<file path="src/rtl/ifetch_pkg.sv">
// Shared types and defaults for the instruction fetch unit.
// IFETCH_PREFETCH_EN adds the PREF state used by the prefetch buffer.
package ifetch_pkg;

    localparam int         AW_DEF       = 8;
    localparam int         IW_DEF       = 8;
    localparam logic [7:0] RESET_PC_DEF = 8'h00;

`ifdef IFETCH_PREFETCH_EN
    typedef enum logic [1:0] {IDLE, REQ, PREF} state_e;
`else
    typedef enum logic {IDLE, REQ} state_e;
`endif

endpackage

</file>
<file path="src/rtl/ifetch_pbuf.sv">
// One-entry prefetch buffer: data, address tag and valid bit.
// Invalidate has priority over load; hit_o means the entry holds pc_i.
module ifetch_pbuf
    import ifetch_pkg::*;
#(
    parameter int AW = AW_DEF,
    parameter int IW = IW_DEF
) (
    input  logic          clk,
    input  logic          rst,
    input  logic          load_i,
    input  logic          inval_i,
    input  logic [AW-1:0] tag_i,
    input  logic [IW-1:0] data_i,
    input  logic [AW-1:0] pc_i,
    output logic          hit_o,
    output logic [IW-1:0] data_o
);

    logic          valid_q;
    logic [AW-1:0] tag_q;
    logic [IW-1:0] data_q;

    always_ff @(posedge clk or posedge rst) begin
        if (rst) begin
            valid_q <= 1'b0;
            tag_q   <= '0;
            data_q  <= '0;
        end else if (inval_i) begin
            valid_q <= 1'b0;
        end else if (load_i) begin
            valid_q <= 1'b1;
            tag_q   <= tag_i;
            data_q  <= data_i;
        end
    end

    assign hit_o  = valid_q && (tag_q == pc_i);
    assign data_o = data_q;

endmodule

</file>
<file path="src/rtl/ifetch_unit.sv">
// Instruction fetch unit: PC, req/ack instruction-memory read, registered IR + ir_valid.
// Define IFETCH_PREFETCH_EN to add a one-entry speculative prefetch buffer.
module ifetch_unit
    import ifetch_pkg::*;
#(
    parameter int            AW       = AW_DEF,
    parameter int            IW       = IW_DEF,
    parameter logic [AW-1:0] RESET_PC = AW'(RESET_PC_DEF)
) (
    input  logic          clk,
    input  logic          rst,
    input  logic          fetch,
    input  logic          pc_ld,
    input  logic [AW-1:0] pc_in,
    output logic          imem_req,
    output logic [AW-1:0] imem_addr,
    input  logic          imem_ack,
    input  logic [IW-1:0] imem_data,
    output logic [IW-1:0] IR,
    output logic          ir_valid,
    output logic          busy,
    output logic [AW-1:0] pc
);

    // Valid/ready: fetch/pc_ld are taken only when busy=0; imem_req stays
    // high with imem_addr stable until the cycle imem_ack is sampled high.
    state_e        state_q, state_d;
    logic [AW-1:0] pc_q, pc_d;
    logic [AW-1:0] addr_q, addr_d;
    logic [IW-1:0] ir_q, ir_d;
    logic          irv_q, irv_d;

`ifdef IFETCH_PREFETCH_EN
    logic          pend_q, pend_d;  // demand fetch waiting on the in-flight prefetch
    logic          disc_q, disc_d;  // in-flight prefetch was made stale by pc_ld
    logic          pb_load, pb_inval, pb_hit;
    logic [IW-1:0] pb_data;
    logic          ld_now, fetch_now, discard;

    ifetch_pbuf #(.AW(AW), .IW(IW)) u_pbuf (
        .clk     (clk),
        .rst     (rst),
        .load_i  (pb_load),
        .inval_i (pb_inval),
        .tag_i   (addr_q),
        .data_i  (imem_data),
        .pc_i    (pc_q),
        .hit_o   (pb_hit),
        .data_o  (pb_data)
    );
`endif

    always_ff @(posedge clk or posedge rst) begin
        if (rst) begin
            state_q <= IDLE;
            pc_q    <= RESET_PC;
            addr_q  <= '0;
            ir_q    <= '0;
            irv_q   <= 1'b0;
`ifdef IFETCH_PREFETCH_EN
            pend_q  <= 1'b0;
            disc_q  <= 1'b0;
`endif
        end else begin
            state_q <= state_d;
            pc_q    <= pc_d;
            addr_q  <= addr_d;
            ir_q    <= ir_d;
            irv_q   <= irv_d;
`ifdef IFETCH_PREFETCH_EN
            pend_q  <= pend_d;
            disc_q  <= disc_d;
`endif
        end
    end

    always_comb begin
        state_d = state_q;
        pc_d    = pc_q;
        addr_d  = addr_q;
        ir_d    = ir_q;
        irv_d   = 1'b0;
`ifdef IFETCH_PREFETCH_EN
        pend_d    = pend_q;
        disc_d    = disc_q;
        pb_load   = 1'b0;
        pb_inval  = 1'b0;
        ld_now    = !pend_q && pc_ld;
        fetch_now = !pend_q && fetch;
        discard   = disc_q || ld_now;
`endif
        case (state_q)
            IDLE: begin
                if (pc_ld) pc_d = pc_in;
`ifdef IFETCH_PREFETCH_EN
                if (pc_ld) pb_inval = 1'b1;
                if (fetch && !pc_ld && pb_hit) begin
                    ir_d     = pb_data;
                    pc_d     = pc_q + AW'(1);
                    irv_d    = 1'b1;
                    pb_inval = 1'b1;
                    addr_d   = pc_q + AW'(1);
                    pend_d   = 1'b0;
                    disc_d   = 1'b0;
                    state_d  = PREF;
                end else
`endif
                if (fetch) begin
                    addr_d  = pc_ld ? pc_in : pc_q;
                    state_d = REQ;
                end
            end
            REQ: begin
                if (imem_ack) begin
                    ir_d  = imem_data;
                    pc_d  = addr_q + AW'(1);
                    irv_d = 1'b1;
`ifdef IFETCH_PREFETCH_EN
                    addr_d  = addr_q + AW'(1);
                    pend_d  = 1'b0;
                    disc_d  = 1'b0;
                    state_d = PREF;
`else
                    state_d = IDLE;
`endif
                end
            end
`ifdef IFETCH_PREFETCH_EN
            PREF: begin
                if (ld_now) begin
                    pc_d     = pc_in;
                    pb_inval = 1'b1;
                end
                if (imem_ack) begin
                    pend_d = 1'b0;
                    disc_d = 1'b0;
                    if (!(pend_q || fetch_now)) begin
                        pb_load = !discard;
                        state_d = IDLE;
                    end else if (!discard) begin
                        // Demand fetch rides on the prefetch: deliver as a hit.
                        ir_d    = imem_data;
                        pc_d    = addr_q + AW'(1);
                        irv_d   = 1'b1;
                        addr_d  = addr_q + AW'(1);
                        state_d = PREF;
                    end else begin
                        addr_d  = ld_now ? pc_in : pc_q;
                        state_d = REQ;
                    end
                end else begin
                    if (ld_now) disc_d = 1'b1;
                    if (fetch_now) pend_d = 1'b1;
                end
            end
`endif
            default: state_d = IDLE;
        endcase
    end

    always_comb begin
        imem_req = (state_q != IDLE);
`ifdef IFETCH_PREFETCH_EN
        busy = (state_q == REQ) || ((state_q == PREF) && pend_q);
`else
        busy = (state_q == REQ);
`endif
    end

    assign imem_addr = addr_q;
    assign IR        = ir_q;
    assign ir_valid  = irv_q;
    assign pc        = pc_q;

endmodule
</file>
<file path="config.mk">
export PLATFORM = sky130hd
export DESIGN_NAME = ifetch_unit
export DESIGN_NICKNAME = d
export VERILOG_FILES = /design/src/rtl/ifetch_pkg.sv /design/src/rtl/ifetch_pbuf.sv /design/src/rtl/ifetch_unit.sv
export SDC_FILE = /design/constraint.sdc
export NUM_CORES = 1
export LEC_CHECK = 0
export CAP_MARGIN = 20
export CORE_MARGIN = 5
export CORE_UTILIZATION = 46
export CTS_CLUSTER_DIAMETER = 100
export DETAILED_ROUTE_END_ITERATION = 6
export PLACE_DENSITY = 0.83
export SYNTH_ARGS = -nofsm -noshare
export SYNTH_HDL_FRONTEND = slang
export SYNTH_SLANG_ARGS = --single-unit
</file>
<file path="constraint.sdc">
create_clock -name clk -period 2.95 [get_ports clk]
set_input_delay 0.7375 -clock clk [delete_from_list [all_inputs] [get_ports clk]]
set_output_delay 0.7375 -clock clk [all_outputs]
set_load 0.02 [all_outputs]
</file>
Word-level counts from Yosys, hierarchy flattened
Cells that the tools add are included.
- bits in registers: 26
- latch bits: 0
- bits in writable memories: 0
- ROM bits: 0
- input bits: 21
- output and inout bits: 27
- logic and storage cells: 18
- memories: 0
- $add $sub $neg: 1
- $mul: 0
- div/mod/pow operators: 0
- magnitude comparators: 0
- equal/unequal tests: 1
- shift operators: 0
- muxes and demuxes: 8
- bitwise operators: 1
- reductions and logical operators: 2
- operators by type and width (operator ; number):
    $mux 8 ; 2
    $pmux 8 s2 ; 1
    $add 8x1->8 const B ; 1
    $mux 1 ; 4
    $reduce_and 2->1 ; 2
    $ne 2x2->1 const B ; 1
    $pmux 1 s2 ; 1
    $not 1->1 ; 1

Depth between registers and ports, before layout
- depth after elaboration: 3
- depth in mapped cells: 6
- depth with buffers taken out: 5

Worst setup path after synthesis
Ideal clock, no wire load.
- path kind: flip-flop to output port
- from: register state_q (netlist: busy)
- to: output port imem_req
- arrival: 0.768 ns
- required time: 2.213 ns
- slack: 1.444 ns
- cell stages (with the launch flop): 2
- buffers on the path: 1
- cells stage by stage: dfrtp_1 > buf_4
- RTL lines (what ; line ; RTL):
    start: declaration ; ifetch_unit.sv:27 ; state_e state_q, state_d;
    start signal: assignment ; ifetch_unit.sv:65 ; state_q <= state_d;
    end: declaration ; ifetch_unit.sv:15 ; output logic imem_req,
No word-level cell between the ends.

Worst setup path in the final report
- from: register state_q (netlist: busy)
- to: output port busy
- RTL lines (what ; line ; RTL):
    end: declaration ; ifetch_unit.sv:21 ; output logic busy,
No word-level cell between the ends.

==> results.md <==
- Status: completed
- Clk pwr share: 18.2%
- Pint: 0.884 mW
- Placed Cells: 182
- Die ar.: 3870 um^2
- Sw Ratio: 35.6%
- # port buffers: 47
- N_diodes: 0
- Crit path arrival time: 1.55 ns
- R2r endpoint: imem_addr[1]
- Number of synthesized flops with an enable pin: 0
- Logic pwr share: 41.7%
- Worst Setup End Kind: output pin
- Final cell count without fillers: 186
- Number of setup violations in the final report: 0
- H-tree levels: 1
- Synth Area in Simple Gates: 12.6%
- CTS clock-pin slew for the worst setup and hold paths: 0.14 ns
- TritonCTS clock tree: built
- Vias: 993
- # DRC: 0
- CP max stage cell: clkdlybuf4s50_1
- CP max FO: 8
- Wirelength, routed: 2890 um
- Post-cts hold buffer count: 0
- Area occupied by registers: 651 um^2
- Fillers: 220
- Post-Synth Adder-Cell Area: 0.998%
- Antenna violations before repair: 0
- R2R depth: 3
- Area occupied by multi-input gates: 549 um^2
- Post-CTS Setup Inserts: 0
- Syn nets: 129
- Seq/Total Area, Yosys: 51.9%
- Vias per inst: 5.34
- Pre-CTS setup slack: 0.634 ns
- Pin count of the biggest net entering global routing: 18
- Hold path startpoint: IR[4]
- Setup TNS: 0 ns
- Die X: 62.2 um
- RR Startpoint: busy
- Layout area overhead: 42.4%
- Pwr dens: 768 nW/um^2
- WP data required: 2.21 ns
- First-pass GRT wire length: 5110 um
- Main synth FF type: dfrtp_1
- Ys async rst share: 100%
- RSZ-0062 raised after global routing: no
- Flop2flop setup slack: 1.61 ns
- Clock latency at the later pin of the worst-skew pair: 0.33 ns
- Crit path max-delay family: buffers and inverters
- Clock period minus final worst setup slack: 2.29 ns
- GR Util All Layers: 16.0%
- Gr ovfl total: 0
- Compound-Gate Fraction of Synth Area: 11.0%
- CP Cell Sequence: clkdlybuf4s50_1
- Clock skew: 0.0139 ns
- Placer Congestion: 0.830
- Final Hold Fails: 0
- Drt pass-1 iters: 4
- Cells after Synth: 107
- Detail Placement HPWL: 2160 um
- Tcrit/Tclk final: 77.6%
- Worst-Margin Slew: 0.586 ns
- CTS resizes: 0
- Rows: 19
- Leak pwr: 0.756 nW
- Max incr delay on CP: 0.67 ns
- Setup CP Type: reg2out
- Syn_area_per_cell: 11.7 um^2
- CTS buffer count: 3
- Fraction of synthesized cell area in xor and xnor cells: 4.19%
- Initial Util: 46.7%
- Hold Path Class: reg2reg
- Post-route ant nets: 0
- Critical path buffer and inverter count: 1
- DR iter-0 viols: 61
- Yosys warns: 0
- Fin worst setup slack: 0.661 ns
- Hold path depth: 1
- Core region area: 2690 um^2
- I/O pins: 48
- Proportion of synthesized area in mux cells: 15.1%
- Hold slack: 0.528 ns
- F_max: 437 MHz
- Startpoint Class: register
- DIE HEIGHT: 62.2 um
- Sequential share of power: 40.0%
- Clock net sink count: 26
- Root Buffer: clkbuf_4
- Final net count: 178
- Maxcap violations: 0
- WL/cell: 15.5 um
- Slew HR: 60.9%
- Largest family of logic cells by synthesized area: multiplexers
- Deepest clock path buffer count: 2
- Worst Hold Path EP: IR[4]
- Number of global-route vias before repair: 1121
- Cell Area, Synth: 1250 um^2
- Slew Limit Fails: 0
- Worst vdd rail ir drop: 499 uV
- Switching power: 0.488 mW
- Synth unique cells: 29
- Seq cells post-synth: 26
- Fraction of layout cells with a size suffix above 1: 14.8%
==> power groups by stage <==
| stage | combinational, mW | sequential (mW) | clock (mW) |
|---|---|---|---|
| floorplan | 0.193 | 0.661 | 0 |
| global placement | 0.563 | 0.555 | 0 |
| detailed placement | 0.574 | 0.556 | 0 |
| CTS | 0.580 | 0.551 | 0.252 |
| global route | 0.616 | 0.570 | 0.269 |
| finish | 0.572 | 0.549 | 0.250 |
==> state kept, by name (all words and copies together), names as in the netlist <==
name       flops
imem_addr      8
ir_valid       1
busy           1
IR             8
pc             8
==> cell families after synthesis <==
family / after synthesis
AO/OA/AOI/OAI: 21
adder cells (fa/ha/maj): 1
AND/OR/NAND/NOR: 30
XOR/XNOR: 6
buffers and inverters: 7
flip-flops: 26
multiplexers: 16
==> metal layers <==
metal	GRT usage [%]	wire length, um
met5	0	0
met4	5.42	44
met3	6.49	271
met2	26.8	1380
met1	18.4	1200
==> layout make-up <==
class                      count  share of cell area (%)
inverter                       3                   0.911
timing repair buffer          48                    26.8
sequential                    26                    36.4
multi-input combinational     74                    30.8
clock inverter                 1                    1.68
clock buffer                   3                    1.26
tap                           31                    2.17
==> worst max-delay path by stage <==
stage | from | slack (ns) | to | cells after the start
after floorplan | busy | 1.44 | imem_req | 1
after global placement | pc_ld | 0.72 | pc[5] | 5
after detailed placement | pc_ld | 0.63 | pc[0] | 5
after CTS | busy | 0.65 | busy | 1
after global routing | busy | 0.59 | busy | 1
final | busy | 0.66 | busy | 1
==> Yosys cell counts, types with 3 or more instances <==
cell | n | area (um^2)
buf_4 | 3 | 22.5
dfrtp_1 | 26 | 651
mux2_2 | 3 | 33.8
mux2_4 | 5 | 75.1
mux2i_1 | 8 | 80.1
nand2_1 | 12 | 45.0
nor2_1 | 8 | 30.0
o21ai_0 | 9 | 45.0
o22ai_1 | 4 | 25.0
xnor2_1 | 3 | 26.3
xor2_1 | 3 | 26.3
==> stage by stage <==
stage	instance area, um^2	util, %	total power [mW]
6_report	1790	66.5	1.37
5_1_grt	1790	66.5	1.46
4_1_cts	1790	66.5	1.38
3_5_place_dp	1730	64.5	1.13
3_3_place_gp	1730	64.5	1.12
2_1_floorplan	1250	-	0.855
==> cell usage in the layout, fill, tap and decap left out, drive strengths merged <==
cell type	netlist	final
a21oi	2	2
mux2i	8	8
o22ai	4	4
dfrtp	26	26
nor2	9	9
clkbuf	0	3
xor2	3	3
nand2	14	14
a22oi	2	2
nand2b	1	1
clkinv	1	1
nand3b	1	1
ha	1	1
xnor2	3	3
o21ai	11	11
nand3	3	3
clkdlybuf4s50	0	47
bufinv	0	1
a211oi	1	1
mux2	8	8
inv	2	2
nor3	1	1
buf	4	1
and2b	1	1
o221ai	1	1
(Power assumes the default switching activity.)
